File: src/rtl/amci_arbiter.sv
// amci_arbiter: shares one single-beat AMCI (AXI4-Lite) master engine among NUM_REQ requesters.
// Define AMCI_ARB_FIXED_PRIO_EN for fixed lowest-index-wins priority; round-robin otherwise.
module amci_arbiter #(
  parameter int NUM_REQ        = 4,
  parameter int AXI_DATA_WIDTH = 32,
  parameter int AXI_ADDR_WIDTH = 32
) (
  input  logic                              M_AXI_ACLK,
  input  logic                              M_AXI_ARESETN,
  input  logic [NUM_REQ-1:0]                req_valid,
  input  logic [NUM_REQ-1:0]                req_write,
  input  logic [NUM_REQ*AXI_ADDR_WIDTH-1:0] req_addr,
  input  logic [NUM_REQ*AXI_DATA_WIDTH-1:0] req_wdata,
  output logic [NUM_REQ-1:0]                req_ack,
  output logic [NUM_REQ-1:0]                rsp_valid,
  output logic [AXI_DATA_WIDTH-1:0]         rsp_rdata,
  output logic [1:0]                        rsp_resp,
  output logic                              busy,
  output logic [AXI_ADDR_WIDTH-1:0]         amci_waddr,
  output logic [AXI_DATA_WIDTH-1:0]         amci_wdata,
  output logic                              amci_write,
  input  logic                              amci_widle,
  input  logic [1:0]                        amci_wresp,
  output logic [AXI_ADDR_WIDTH-1:0]         amci_raddr,
  output logic                              amci_read,
  input  logic                              amci_ridle,
  input  logic [AXI_DATA_WIDTH-1:0]         amci_rdata,
  input  logic [1:0]                        amci_rresp
);

  localparam int DW = AXI_DATA_WIDTH;
  localparam int AW = AXI_ADDR_WIDTH;
  localparam int IW = (NUM_REQ > 1) ? $clog2(NUM_REQ) : 1;

  typedef enum logic [1:0] {
    IDLE,
    ISSUE,
    WAIT
  } state_t;

  state_t              state;
  logic [IW-1:0]       ptr;
  logic [IW-1:0]       next_ptr;
  logic [IW-1:0]       win_idx;
  logic                win_found;
  logic [NUM_REQ-1:0]  win_onehot;
  logic                win_write;
  logic [AW-1:0]       win_addr;
  logic [DW-1:0]       win_wdata;
  logic [NUM_REQ-1:0]  sel_onehot;
  logic                sel_write;
  logic [AW-1:0]       sel_addr;
  logic [DW-1:0]       sel_wdata;
  logic                eng_done;

  // Two passes: first from the pointer upward, then wrap around from index 0.
  always_comb begin
    win_found  = 1'b0;
    win_idx    = '0;
    win_onehot = '0;
    win_write  = 1'b0;
    win_addr   = '0;
    win_wdata  = '0;
    for (int i = 0; i < NUM_REQ; i++) begin
      if (!win_found && req_valid[i] && (IW'(i) >= ptr)) begin
        win_found = 1'b1;
        win_idx   = IW'(i);
      end
    end
    for (int i = 0; i < NUM_REQ; i++) begin
      if (!win_found && req_valid[i]) begin
        win_found = 1'b1;
        win_idx   = IW'(i);
      end
    end
    for (int i = 0; i < NUM_REQ; i++) begin
      if (IW'(i) == win_idx) begin
        win_onehot[i] = win_found;
        win_write     = req_write[i];
        win_addr      = req_addr[i*AW +: AW];
        win_wdata     = req_wdata[i*DW +: DW];
      end
    end
  end

`ifdef AMCI_ARB_FIXED_PRIO_EN
  assign next_ptr = '0;
`else
  assign next_ptr = (win_idx == IW'(NUM_REQ - 1)) ? '0 : win_idx + IW'(1);
`endif

  // The engine's idle flags already fold in the start strobe, so no extra guard cycle is needed.
  assign eng_done = sel_write ? amci_widle : amci_ridle;

  always_ff @(posedge M_AXI_ACLK or negedge M_AXI_ARESETN) begin
    if (!M_AXI_ARESETN) begin
      state      <= IDLE;
      ptr        <= '0;
      sel_onehot <= '0;
      sel_write  <= 1'b0;
      sel_addr   <= '0;
      sel_wdata  <= '0;
      req_ack    <= '0;
      rsp_valid  <= '0;
      rsp_rdata  <= '0;
      rsp_resp   <= 2'b00;
      busy       <= 1'b0;
      amci_waddr <= '0;
      amci_wdata <= '0;
      amci_write <= 1'b0;
      amci_raddr <= '0;
      amci_read  <= 1'b0;
    end else begin
      req_ack    <= '0;
      rsp_valid  <= '0;
      amci_write <= 1'b0;
      amci_read  <= 1'b0;
      case (state)
        IDLE: begin
          if (win_found) begin
            sel_onehot <= win_onehot;
            sel_write  <= win_write;
            sel_addr   <= win_addr;
            sel_wdata  <= win_wdata;
            req_ack    <= win_onehot;
            ptr        <= next_ptr;
            busy       <= 1'b1;
            state      <= ISSUE;
          end
        end
        ISSUE: begin
          if (sel_write) begin
            amci_waddr <= sel_addr;
            amci_wdata <= sel_wdata;
            amci_write <= 1'b1;
          end else begin
            amci_raddr <= sel_addr;
            amci_read  <= 1'b1;
          end
          state <= WAIT;
        end
        WAIT: begin
          if (eng_done) begin
            rsp_valid <= sel_onehot;
            rsp_resp  <= sel_write ? amci_wresp : amci_rresp;
            rsp_rdata <= sel_write ? '0 : amci_rdata;
            busy      <= 1'b0;
            state     <= IDLE;
          end
        end
        default: begin
          busy  <= 1'b0;
          state <= IDLE;
        end
      endcase
    end
  end

endmodule

File: config.mk
export PLATFORM = sky130hd
export DESIGN_NAME = amci_arbiter
export DESIGN_NICKNAME = d
export VERILOG_FILES = /design/src/rtl/amci_arbiter.sv
export SDC_FILE = /design/constraint.sdc
export NUM_CORES = 1
export LEC_CHECK = 0
export BUFFER_PORTS_ARGS = -buffer_cell sky130_fd_sc_hd__buf_2
export CAP_MARGIN = 0
export CORE_AREA = 2 2 172 174
export CTS_CLUSTER_SIZE = 28
export DETAILED_ROUTE_END_ITERATION = 8
export DIE_AREA = 0 0 174 176
export PLACE_DENSITY = 0.62
export SYNTH_ARGS = -nofsm -noshare
export SYNTH_HDL_FRONTEND = slang
export SYNTH_SLANG_ARGS = --single-unit
File: constraint.sdc
create_clock -name M_AXI_ACLK -period 2.9 [get_ports M_AXI_ACLK]
set_input_delay 0 -clock M_AXI_ACLK [delete_from_list [all_inputs] [get_ports M_AXI_ACLK]]
set_output_delay 0 -clock M_AXI_ACLK [all_outputs]
set_load 0.005 [all_outputs]
After elaboration in Yosys (flattened, before gate mapping)

Index checks and enable logic that the tools add are counted.
Widths: inputs -> output; s select.

Input bits: 304
Output and inout port bits: 141
Register bits after elaboration: 214

Reduce and logical (&&, ||, !) cells: 26
$lt $le $gt $ge: 4
Add/sub/neg operators: 1
Bitwise gates (word level): 2
Muxes and demuxes: 49
Equal/unequal tests: 8

Operators by type and width:

| operator            | number |
|---|---|
| $mux 32             | 9 |
| $mux 1              | 24 |
| $mux 2              | 10 |
| $mux 4              | 4 |
| $logic_and 1x1->1   | 11 |
| $reduce_and 2->1    | 5 |
| $logic_not 1->1     | 7 |
| $pmux 2 s3          | 1 |
| $eq 2x2->1 const A  | 2 |
| $eq 2x2->1 const B  | 2 |
| $ge 1x2->1 const A  | 2 |
| $ge 2x2->1 const A  | 2 |
| $logic_not 2->1     | 2 |
| $ne 2x2->1 const B  | 2 |
| $pmux 1 s3          | 1 |
| $reduce_and 3->1    | 1 |
| $add 2x1->2 const B | 1 |
| $eq 1x2->1 const A  | 1 |
| $eq 2x1->1 const B  | 1 |
| $not 1->1           | 2 |

Depth between registers and ports, before layout

Gate-level depths: netlist of run 1.

Depth in word-level cells: 32
Gate-level depth with buffers: 12
Gate-level depth less buffers: 9

Least setup slack after synthesis of run 1

OpenSTA, ideal clock, no wires.

Path kind: reg2reg
Start: register ptr[0]
End: register sel_addr[0]
Path slack: 0.665 ns
Stages on the path, launching flop included: 13
Clock period less this slack: 2.235 ns
Library setup time: 0.081 ns
Data arrival time: 2.153 ns
Path through: dfrtp_1 inv_1 o21ai_0 a211oi_1 inv_1 ha_1 buf_6 nor2b_4 buf_12 buf_12 a221oi_2 a211o_1 a31oi_2

Cells in the longest elaborated chain, start to end: 32
Elaborated cells between the ends (all ways): 46

RTL lines:

| what                           | RTL line | text |
|---|---|---|
| from (decl)                    | 42       | `logic [IW-1:0] ptr;` |
| from (signal assigned)         | 126      | `ptr <= next_ptr;` |
| $ge 1x2->1                     | 65       | `if (!win_found && req_valid[i] && (IW'(i) >= ptr)) begin` |
| $logic_and 1x1->1              | 65       |  |
| $mux 1                         | 65       |  |
| $logic_not 1->1                | 65       |  |
| $logic_and 1x1->1 (2 in a row) | 65       |  |
| $mux 1                         | 65       |  |
| $logic_not 1->1                | 65       |  |
| $logic_and 1x1->1 (2 in a row) | 65       |  |
| [11 not listed]                | n/a      |  |
| $logic_not 1->1                | 71       | `if (!win_found && req_valid[i]) begin` |
| $logic_and 1x1->1              | 71       |  |
| $mux 1                         | 71       |  |
| $logic_not 1->1                | 71       |  |
| $logic_and 1x1->1              | 71       |  |
| $mux 2                         | 71       |  |
| $logic_not 2->1                | 77       | `if (IW'(i) == win_idx) begin` |
| $mux 32 (4 in a row)           | 77       |  |
| to (signal assigned)           | 123      | `sel_addr <= win_addr;` |
| to (decl)                      | 52       | `logic [AW-1:0] sel_addr;` |

Several ways; a longest one is shown, not always the timed one.
A chain may end at the register's enable or synchronous reset.

Worst setup path in the final report of run 1

Start: register ptr[0]
End: register sel_addr[31]

The elaborated chain is that of the path after synthesis.

==> run summary, run 1 <==
outcome: completed
Pwr Density: 1014 nW/um^2
number of core rows: 62
Hold Slack: 0.06406 ns
metal2 WL: 17.26 mm
DR WL/cell: 17.33 um
Pre-antenna DRT Iters: 5
Synth Register Bits: 214
die area: 30,620 um^2
CTS Sinks: 214
Max Cap Viol: 0
GRT Total Usage: 22.54%
relative slew slack: 45.71%
Die W: 174 um
share of cells above drive strength 1: 39.70%
final worst path period share: 91.37%
post-CTS setup buffer count: 0
Distinct cells, synth: 37
# setup viols final: 0
CP cell instances: inv_1 -> a22o_1 -> a211o_1 -> inv_1 -> ha_4 -> buf_4 -> a221oi_1 -> a211o_1 -> a31oi_1
Synth Instances: 1,068
I/O pins: 445
Tmin final: 2.650 ns
Via Count: 10,135
Initial DRC Count: 496
Async SR Flop Fraction: 100.0%
Worst-Skew Late Latency: 0.51 ns
vias in the first global route: 10,300
first-pass GRT wire length: 55.50 mm
Post-Route WL: 35.62 mm
Core Region: 28,550 um^2
I/O Buffers: 444
sequential share of the synthesized area: 48.76%
Post-synth top flop: dfrtp_1
crit end category: flop
met3 routed WL: 2.658 mm
Worst Max-Slew Pin Slew: 0.8144 ns
most frequent cell after synthesis: nand2_1
initial antenna violation count: 8
H-tree Lvls: 1
Finished Layout Cells: 2,055
top cells by area, synth: dfrtp_1 (49%), nand2_1 (11%), a221oi_2 (8.2%)
Die Height: 176 um
share of the synthesized area in the top cell type: 48.76%
Pins Over Slew Limit: 0
area grow syn2layout: 46.04%
list of most frequent post-synthesis cells: nand2_1 (323), dfrtp_1 (214), inv_1 (71)
Clock Path Buffers: 3
Netlist Area Pre-Place: 10,980 um^2
grt ovf: 0
CP max stage delay: 0.44 ns
Leak: 8.034 nW
fmax: 377.4 MHz
EDFF count, synth: 0
Final HPWL DP: 23.78 mm
Crit Path Max Fanout: 30
nets@finish: 1,958
CTS tree: yes
initial core utilization: 38.47%
clk root buf: clkbuf_16
Fin. Hold Viols: 0
Max IR drop VDD: 0.5166 mV
Critical Path AT: 3.08 ns
cell total after placement: 1,835
startpoint type of the worst setup path: flop
syn_nets: 1,376
Synth Warn #: 0
DR top layer: met5
critical path's slowest cell: buf_4
cell taking the most area after synthesis: dfrtp_1
DRT met1 WL: 14.47 mm
Worst Hold Class: primary input to flop
skew final: 0.006592 ns
pin count of the biggest net entering global routing: 100
via/cell ratio: 4.932
gpl congestion: 0.8091
DRC violations left: 0
total negative slack: 0 ns
CP required: 3.33 ns
Detail Route Antenna Nets: 0
register clock-pin slew on the reported worst setup and hold paths: 0.06 ns
CTS buffer count: 25
worst setup path class: flop to flop
mean post-synth cell area: 10.28 um^2
RSZ-0062 raised after global routing: no
-- what timing repair did --
action | in CTS | in global routing
hold buffers | 172 | 0
resized for setup | 0 | 0
endpoints found under the hold margin | 198 | 0
-- sequential cells by signal, summed over array words and instances (netlist names), 4 cells and up --
signal	count
amci_raddr	32
amci_waddr	32
amci_wdata	32
rsp_rdata	32
sel_addr	32
sel_wdata	32
req_ack	4
rsp_valid	4
sel_onehot	4
-- worst max-delay path, delay by kind of cell, from the launching register on --
family / cells / cell delay [ns]
AO/OA/AOI/OAI: 5 / 1.26
adder cells (fa/ha/maj): 1 / 0.20
buffers and inverters: 3 / 0.68
flip-flops: 1 / 0.38
-- path summary, 6_finish.rpt --
path / to / slack (ns) / startpoint / depth (start not counted)
worst max-delay path: sel_addr[31] / 0.25 / ptr[0] / 9
min in group asynchronous: amci_raddr[18] / 0.09 / M_AXI_ARESETN / 2
worst max register to register: sel_addr[31] / 0.25 / ptr[0] / 9
worst min-delay path: sel_wdata[12] / 0.06 / req_wdata[12] / 4
max in group asynchronous: amci_waddr[14] / 1.93 / M_AXI_ARESETN / 3
worst min register to register: amci_wdata[27] / 0.46 / sel_wdata[27] / 2
-- area by class of cell --
class                   instances  area, um^2
multi-input cells             694        4772
repair buffers                644        4327
well taps                     384       480.5
flip-flops and latches        214        5355
clock inverters                 7       110.1
fillers                      2490       12510
inverters                      71       266.5
diodes                          6       15.01
clock buffers                  35       713.2
-- routing by layer --
| layer | vias to the layer above | track usage, % |
|---|---|---|
| li1 | 4821 | - |
| met1 | 4838 | 27.01 |
| met2 | 395 | 39.34 |
| met3 | 79 | 5.599 |
| met4 | 2 | 8.263 |
| met5 | - | 0 |
-- per-stage QoR --
| step | util (%) | setup WS [ns] | area [um^2] | power (mW) |
|---|---|---|---|---|
| after detailed placement | 47.22 | 0.3297 | 13480 | 12.96 |
| after floorplan | - | 0.6654 | 10980 | 10.56 |
| final | 56.18 | 0.2504 | 16040 | 16.26 |
| after CTS | 56.13 | 0.2858 | 16020 | 16.41 |
| after global placement | 47.22 | 0.3653 | 13480 | 12.80 |
| after global routing | 56.16 | 0.1464 | 16030 | 17.42 |
-- power breakdown --
part | internal [mW] | leakage (nW) | total, mW | switching [mW]
registers | 4.46 | 2.61 | 5.27 | 0.807
logic | 3.61 | 5.02 | 7.82 | 4.21
clock network | 1.96 | 0.408 | 3.17 | 1.21
total | 10.0 | 8.03 | 16.3 | 6.23
-- cell families after synthesis --
logic type,Yosys count,synth area share (%)
compound gates,207,21.52
fa+ha+maj,4,0.4557
buf+inv,160,8.202
flops,214,48.76
mux,41,4.181
simple gates,442,16.88
-- cell usage in the layout (no fill, tap or decap), types with 13 or more instances in the layout --
cell type        n
inv_1           70
a31oi_2         60
nand2_1        323
clkbuf_16       25
a221oi_2        60
dlygate4sd3_1  172
a211o_1         65
mux2_1          16
nor2_1          67
mux2_2          23
buf_2          443
dfrtp_1        214
buf_12          13
nand3b_1        33
buf_4           15
No activity file was read; power rests on OpenSTA's default activity.
==> inputs of run 2 (changes only) <==
--- a/config.mk
+++ b/config.mk
@@ -12,5 +12,5 @@
 export DETAILED_ROUTE_END_ITERATION = 8
 export DIE_AREA = 0 0 174 176
-export PLACE_DENSITY = 0.62
+export PLACE_DENSITY = 0.73
 export SYNTH_ARGS = -nofsm -noshare
 export SYNTH_HDL_FRONTEND = slang
==> constraint.sdc (replaced) <==
create_clock -name M_AXI_ACLK -period 2.9 [get_ports M_AXI_ACLK]
set_input_delay 0.58 -clock M_AXI_ACLK [delete_from_list [all_inputs] [get_ports M_AXI_ACLK]]
set_output_delay 0.58 -clock M_AXI_ACLK [all_outputs]
set_load 0.005 [all_outputs]
==> run summary, run 2 (same netlist as run 1, synthesis figures left out) <==
I/O pins: 445
met3 routed WL: 2.713 mm
Pwr Density: 1109 nW/um^2
fillcell total: 2,646
Max IR drop VDD: 0.9017 mV
Initial DRC Count: 544
H-tree Lvls: 1
CTS tree: yes
hold_buf cts: 0
Pre-antenna DRT Iters: 7
Final Total Pwr: 15.89 mW
# setup viols final: 0
number of core rows: 62
relative slew slack: 45.16%
RSZ-0062 raised after global routing: no
total negative slack: 0 ns
fmax: 401.0 MHz
Die W: 174 um
die area: 30,620 um^2
clk root buf: clkbuf_16
DR top layer: met5
DR WL/cell: 17.41 um
grt ovf: 0
Clk network pwr share: 19.1%
switching power: 6.180 mW
DRT met1 WL: 12.67 mm
share of cells above drive strength 1: 44.45%
most common cell after layout, fill and taps aside: buf_2
most used cell, CP: a211o_1
Pint: 9.707 mW
post-CTS setup buffer count: 0
register share of total power: 33.3%
Worst-Skew Late Latency: 0.51 ns
Detail Route Antenna Nets: 0
area grow syn2layout: 30.48%
Clock Path Buffers: 3
final core utilization: 50.20%
startpoint type of the worst setup path: flop
worst setup margin: 0.4062 ns
skew final: 0.01234 ns
post-placement setup slack: 0.2156 ns
Worst Max-Slew Pin Slew: 0.8226 ns
CTS Sinks: 214
CP max stage delay: 0.42 ns
final worst path period share: 85.99%
Crit Path Max Fanout: 37
Comb pwr share: 47.6%
gpl congestion: 0.9018
CP required: 3.33 ns
nets@finish: 1,786
r2r setup slk: 0.41 ns
pin count of the biggest net entering global routing: 78
Pins Over Slew Limit: 0
post-route cell area: 14,330 um^2
Core Region: 28,550 um^2
Sw Share: 38.90%
register clock-pin slew on the reported worst setup and hold paths: 0.06 ns
initial antenna violation count: 10
most frequent cells in the layout: buf_2 (443), nand2_1 (323), dfrtp_1 (214), inv_1 (70), nor2_1 (67)
Final HPWL DP: 23.69 mm
CTS buffer count: 24
outcome: completed
Critical Path AT: 2.93 ns
GRT Total Usage: 20.61%
I/O Buffers: 444
vias in the first global route: 9,512
DRC violations left: 0
Post-Route WL: 32.84 mm
Post-DP Area: 13,510 um^2
Tmin final: 2.494 ns
crit end category: flop
Fin. Hold Viols: 0
Worst Hold Class: primary input to async pin
CP cell instances: nand2b_1 -> a21oi_1 -> a211o_1 -> inv_1 -> ha_4 -> nor2b_4 -> buf_12 -> a221oi_1 -> a211o_1 -> a31oi_1
metal2 WL: 16.12 mm
first-pass GRT wire length: 50.63 mm
Max Cap Viol: 0
critical path's slowest cell: dfrtp_1
via/cell ratio: 5.066
initial core utilization: 38.47%
worst setup path class: flop to flop
Via Count: 9,559
Post-CTS Resized: 0
Leak: 7.321 nW
Die Height: 176 um
==> run 2: final cells by class <==
class	count	area, um^2	share of cell area, %
antenna	7	17.52	0.1222
clock buffer	38	764.5	5.334
clock inverter	6	37.54	0.2619
inverter	71	266.5	1.860
multi-input combinational	694	4772	33.30
sequential	214	5355	37.37
tap	384	480.5	3.353
timing repair buffer	473	2638	18.40
==> run 2: through the flow <==
stage	hold WS [ns]	std cells
finish	0.02171	1887
global route	0.04736	1884
CTS	0.02403	1880
detailed placement	0.4496	1836
global placement	0.4447	1836
floorplan	0.2844	1068
==> run 2: final timing paths <==
| kind | end | depth (start not counted) | start |
|---|---|---|---|
| max | sel_wdata[31] | 10 | ptr[1] |
| min | rsp_rdata[17] | 1 | M_AXI_ARESETN |
| max reg2reg | sel_wdata[31] | 10 | ptr[1] |
| min reg2reg | rsp_rdata[14] | 2 | rsp_rdata[14] |
| max in group asynchronous | amci_raddr[26] | 2 | M_AXI_ARESETN |
| min in group M_AXI_ACLK | rsp_rdata[27] | 3 | amci_rdata[27] |
==> run 2: power by group through the flow <==
stage                     clock network (mW)  logic [mW]  registers, mW
after CTS                               3.10        7.65           5.29
after floorplan                            0        5.30           5.26
final                                   3.03        7.57           5.29
after global routing                    3.22        8.32           5.47
after global placement                     0        7.41           5.26
after detailed placement                   0        7.62           5.31
==> run 2: layer usage <==
layer  vias to the layer above  global-route usage [%]
met5                         -                       0
met1                      4554                   24.20
met2                       445                   35.56
met3                        85                   5.297
li1                       4469                       -
met4                         6                   9.454
==> run 2: critical path, delay by kind of cell, from the launching register on <==
family / cells / cell delay [ns]
buffers and inverters: 2 / 0.40
DFF: 1 / 0.42
and+or+nand+nor: 2 / 0.35
AOI/OAI and AO/OA: 5 / 0.95
adders and majority gates: 1 / 0.22
==> inputs of run 3 (changes only) <==
==> constraint.sdc (replaced) <==
create_clock -name M_AXI_ACLK -period 2.9 [get_ports M_AXI_ACLK]
set_input_delay 0.145 -clock M_AXI_ACLK [delete_from_list [all_inputs] [get_ports M_AXI_ACLK]]
set_output_delay 0.145 -clock M_AXI_ACLK [all_outputs]
set_load 0.005 [all_outputs]
==> run summary, run 3 (same netlist as run 1, synthesis figures left out) <==
most used cell, CP: a211o_1
Max Cap Viol: 0
Clk network pwr share: 17.6%
Worst Path Buf+Inv: 2
Pwr Density: 1027 nW/um^2
share of cells above drive strength 1: 40.93%
first-pass GRT wire length: 53.05 mm
skew final: 0.008946 ns
final worst path period share: 85.52%
number of core rows: 62
vias in the first global route: 10,120
RSZ-0062 raised after global routing: no
Pint: 9.673 mW
worst setup path class: flop to flop
Worst Max-Slew Pin Slew: 0.8524 ns
Die W: 174 um
post-CTS setup buffer count: 0
relative slew slack: 43.17%
die area: 30,620 um^2
critical path's slowest cell: dfrtp_1
Post-CTS Resized: 0
CP cell instances: nor3b_1 -> a211o_1 -> inv_1 -> ha_4 -> nor2b_4 -> buf_12 -> a221oi_1 -> a211o_1 -> a31oi_1
CP Launch Point: ptr[1]
clk root buf: clkbuf_16
startpoint type of the worst setup path: flop
Post-Route WL: 33.64 mm
GR Util met3: 5.426%
GR peak layer: met2
Worst Hold Class: primary input to flop
via/cell ratio: 4.998
CTS buffer count: 23
Sw Share: 38.79%
CTS Sinks: 214
Via Count: 9,972
# setup viols final: 0
total negative slack: 0 ns
outcome: completed
Tmin final: 2.480 ns
register clock-pin slew on the reported worst setup and hold paths: 0.06 ns
fmax: 403.2 MHz
Pins Over Slew Limit: 0
initial core utilization: 38.47%
Final Total Pwr: 15.80 mW
GRT Total Usage: 21.42%
Final HPWL DP: 23.44 mm
Comb pwr share: 48.9%
WP depth: 9
Clock Path Buffers: 3
CP max stage delay: 0.42 ns
H-tree Lvls: 1
Detail Route Antenna Nets: 0
grt ovf: 0
switching power: 6.130 mW
cell total after placement: 1,836
Critical Path AT: 2.91 ns
hold_buf cts: 114
Core Region: 28,550 um^2
Crit Path Max Fanout: 36
Pre-antenna DRT Iters: 5
area grow syn2layout: 40.08%
hold depth: 4
most common cell after layout, fill and taps aside: buf_2
DR WL/cell: 16.86 um
gpl congestion: 0.8741
GR Util met1: 24.89%
Initial DRC Count: 501
register share of total power: 33.5%
I/O pins: 445
CP required: 3.33 ns
met2 GRT Util: 37.90%
reg2reg path depth: 9
Die Height: 176 um
final core utilization: 53.89%
initial antenna violation count: 8
Leak: 7.747 nW
I/O Buffers: 444
Max IR drop VDD: 0.5489 mV
reg2reg start: ptr[1]
worst min-delay path startpoint: req_wdata[74]
DRC violations left: 0
pin count of the biggest net entering global routing: 96
crit end category: flop
Finished Layout Cells: 1,995
nets@finish: 1,899
CTS tree: yes
Worst-Skew Late Latency: 0.50 ns
Fin. Hold Viols: 0
most frequent cells in the layout: buf_2 (443), nand2_1 (323), dfrtp_1 (214), dlygate4sd3_1 (114), inv_1 (70)
Crit path max-delay family: compound AO/OA/AOI/OAI gates
## run 3: cell types whose count changed in the layout (fill, tap and decap cells not counted)
cell,delta
clkinv_4,-1
clkinv_2,-3
diode_2,-1
clkbuf_1,+3
clkbuf_8,-1
clkbuf_16,-2
dlygate4sd3_1,+114
inv_6,-1
## run 3: final timing paths
kind	endpoint	slack, ns
worst max-delay path	sel_wdata[31]	0.42
worst min-delay path	sel_wdata[10]	0.02
worst max register to register	sel_wdata[31]	0.42
worst min register to register	rsp_rdata[19]	0.46
max in group asynchronous	amci_raddr[14]	1.86
min in group asynchronous	rsp_rdata[17]	0.28
## run 3: metrics by stage
step	hold WS, ns	instance area [um^2]	setup slack [ns]
floorplan	-0.1506	10980	0.6654
global placement	0.2248	13510	0.5398
detailed placement	0.2342	13510	0.4425
CTS	0.0001802	15370	0.4191
global route	0.02619	15370	0.2665
finish	0.01977	15380	0.4199
## run 3: routing by layer
layer | vias up | routed length (um)
met5 | - | 38
met4 | 6 | 1300
met3 | 87 | 2548
met2 | 431 | 16630
met1 | 4753 | 13120
li1 | 4695 | -
## run 3: tightest hold or removal path, stage by stage
cell and delay [ns]:
buf_2 0.09, inv_1 0.04, a211o_1 0.13, a31oi_2 0.07
## run 3: layout make-up
class | instances | area, um^2
diodes | 6 | 15.01
clock buffers | 38 | 711.9
clock inverters | 1 | 5.005
fillers | 2483 | 13160
inverters | 71 | 266.5
multi-input cells | 694 | 4772
flip-flops and latches | 214 | 5355
well taps | 384 | 480.5
repair buffers | 587 | 3779
## run 3: power by group through the flow
stage / clock network (mW) / registers, mW / logic, mW
after CTS: 2.87 / 5.28 / 7.78
after global routing: 2.98 / 5.47 / 8.51
after global placement: 0 / 5.26 / 7.41
final: 2.79 / 5.29 / 7.72
after floorplan: 0 / 5.26 / 5.30
after detailed placement: 0 / 5.32 / 7.60
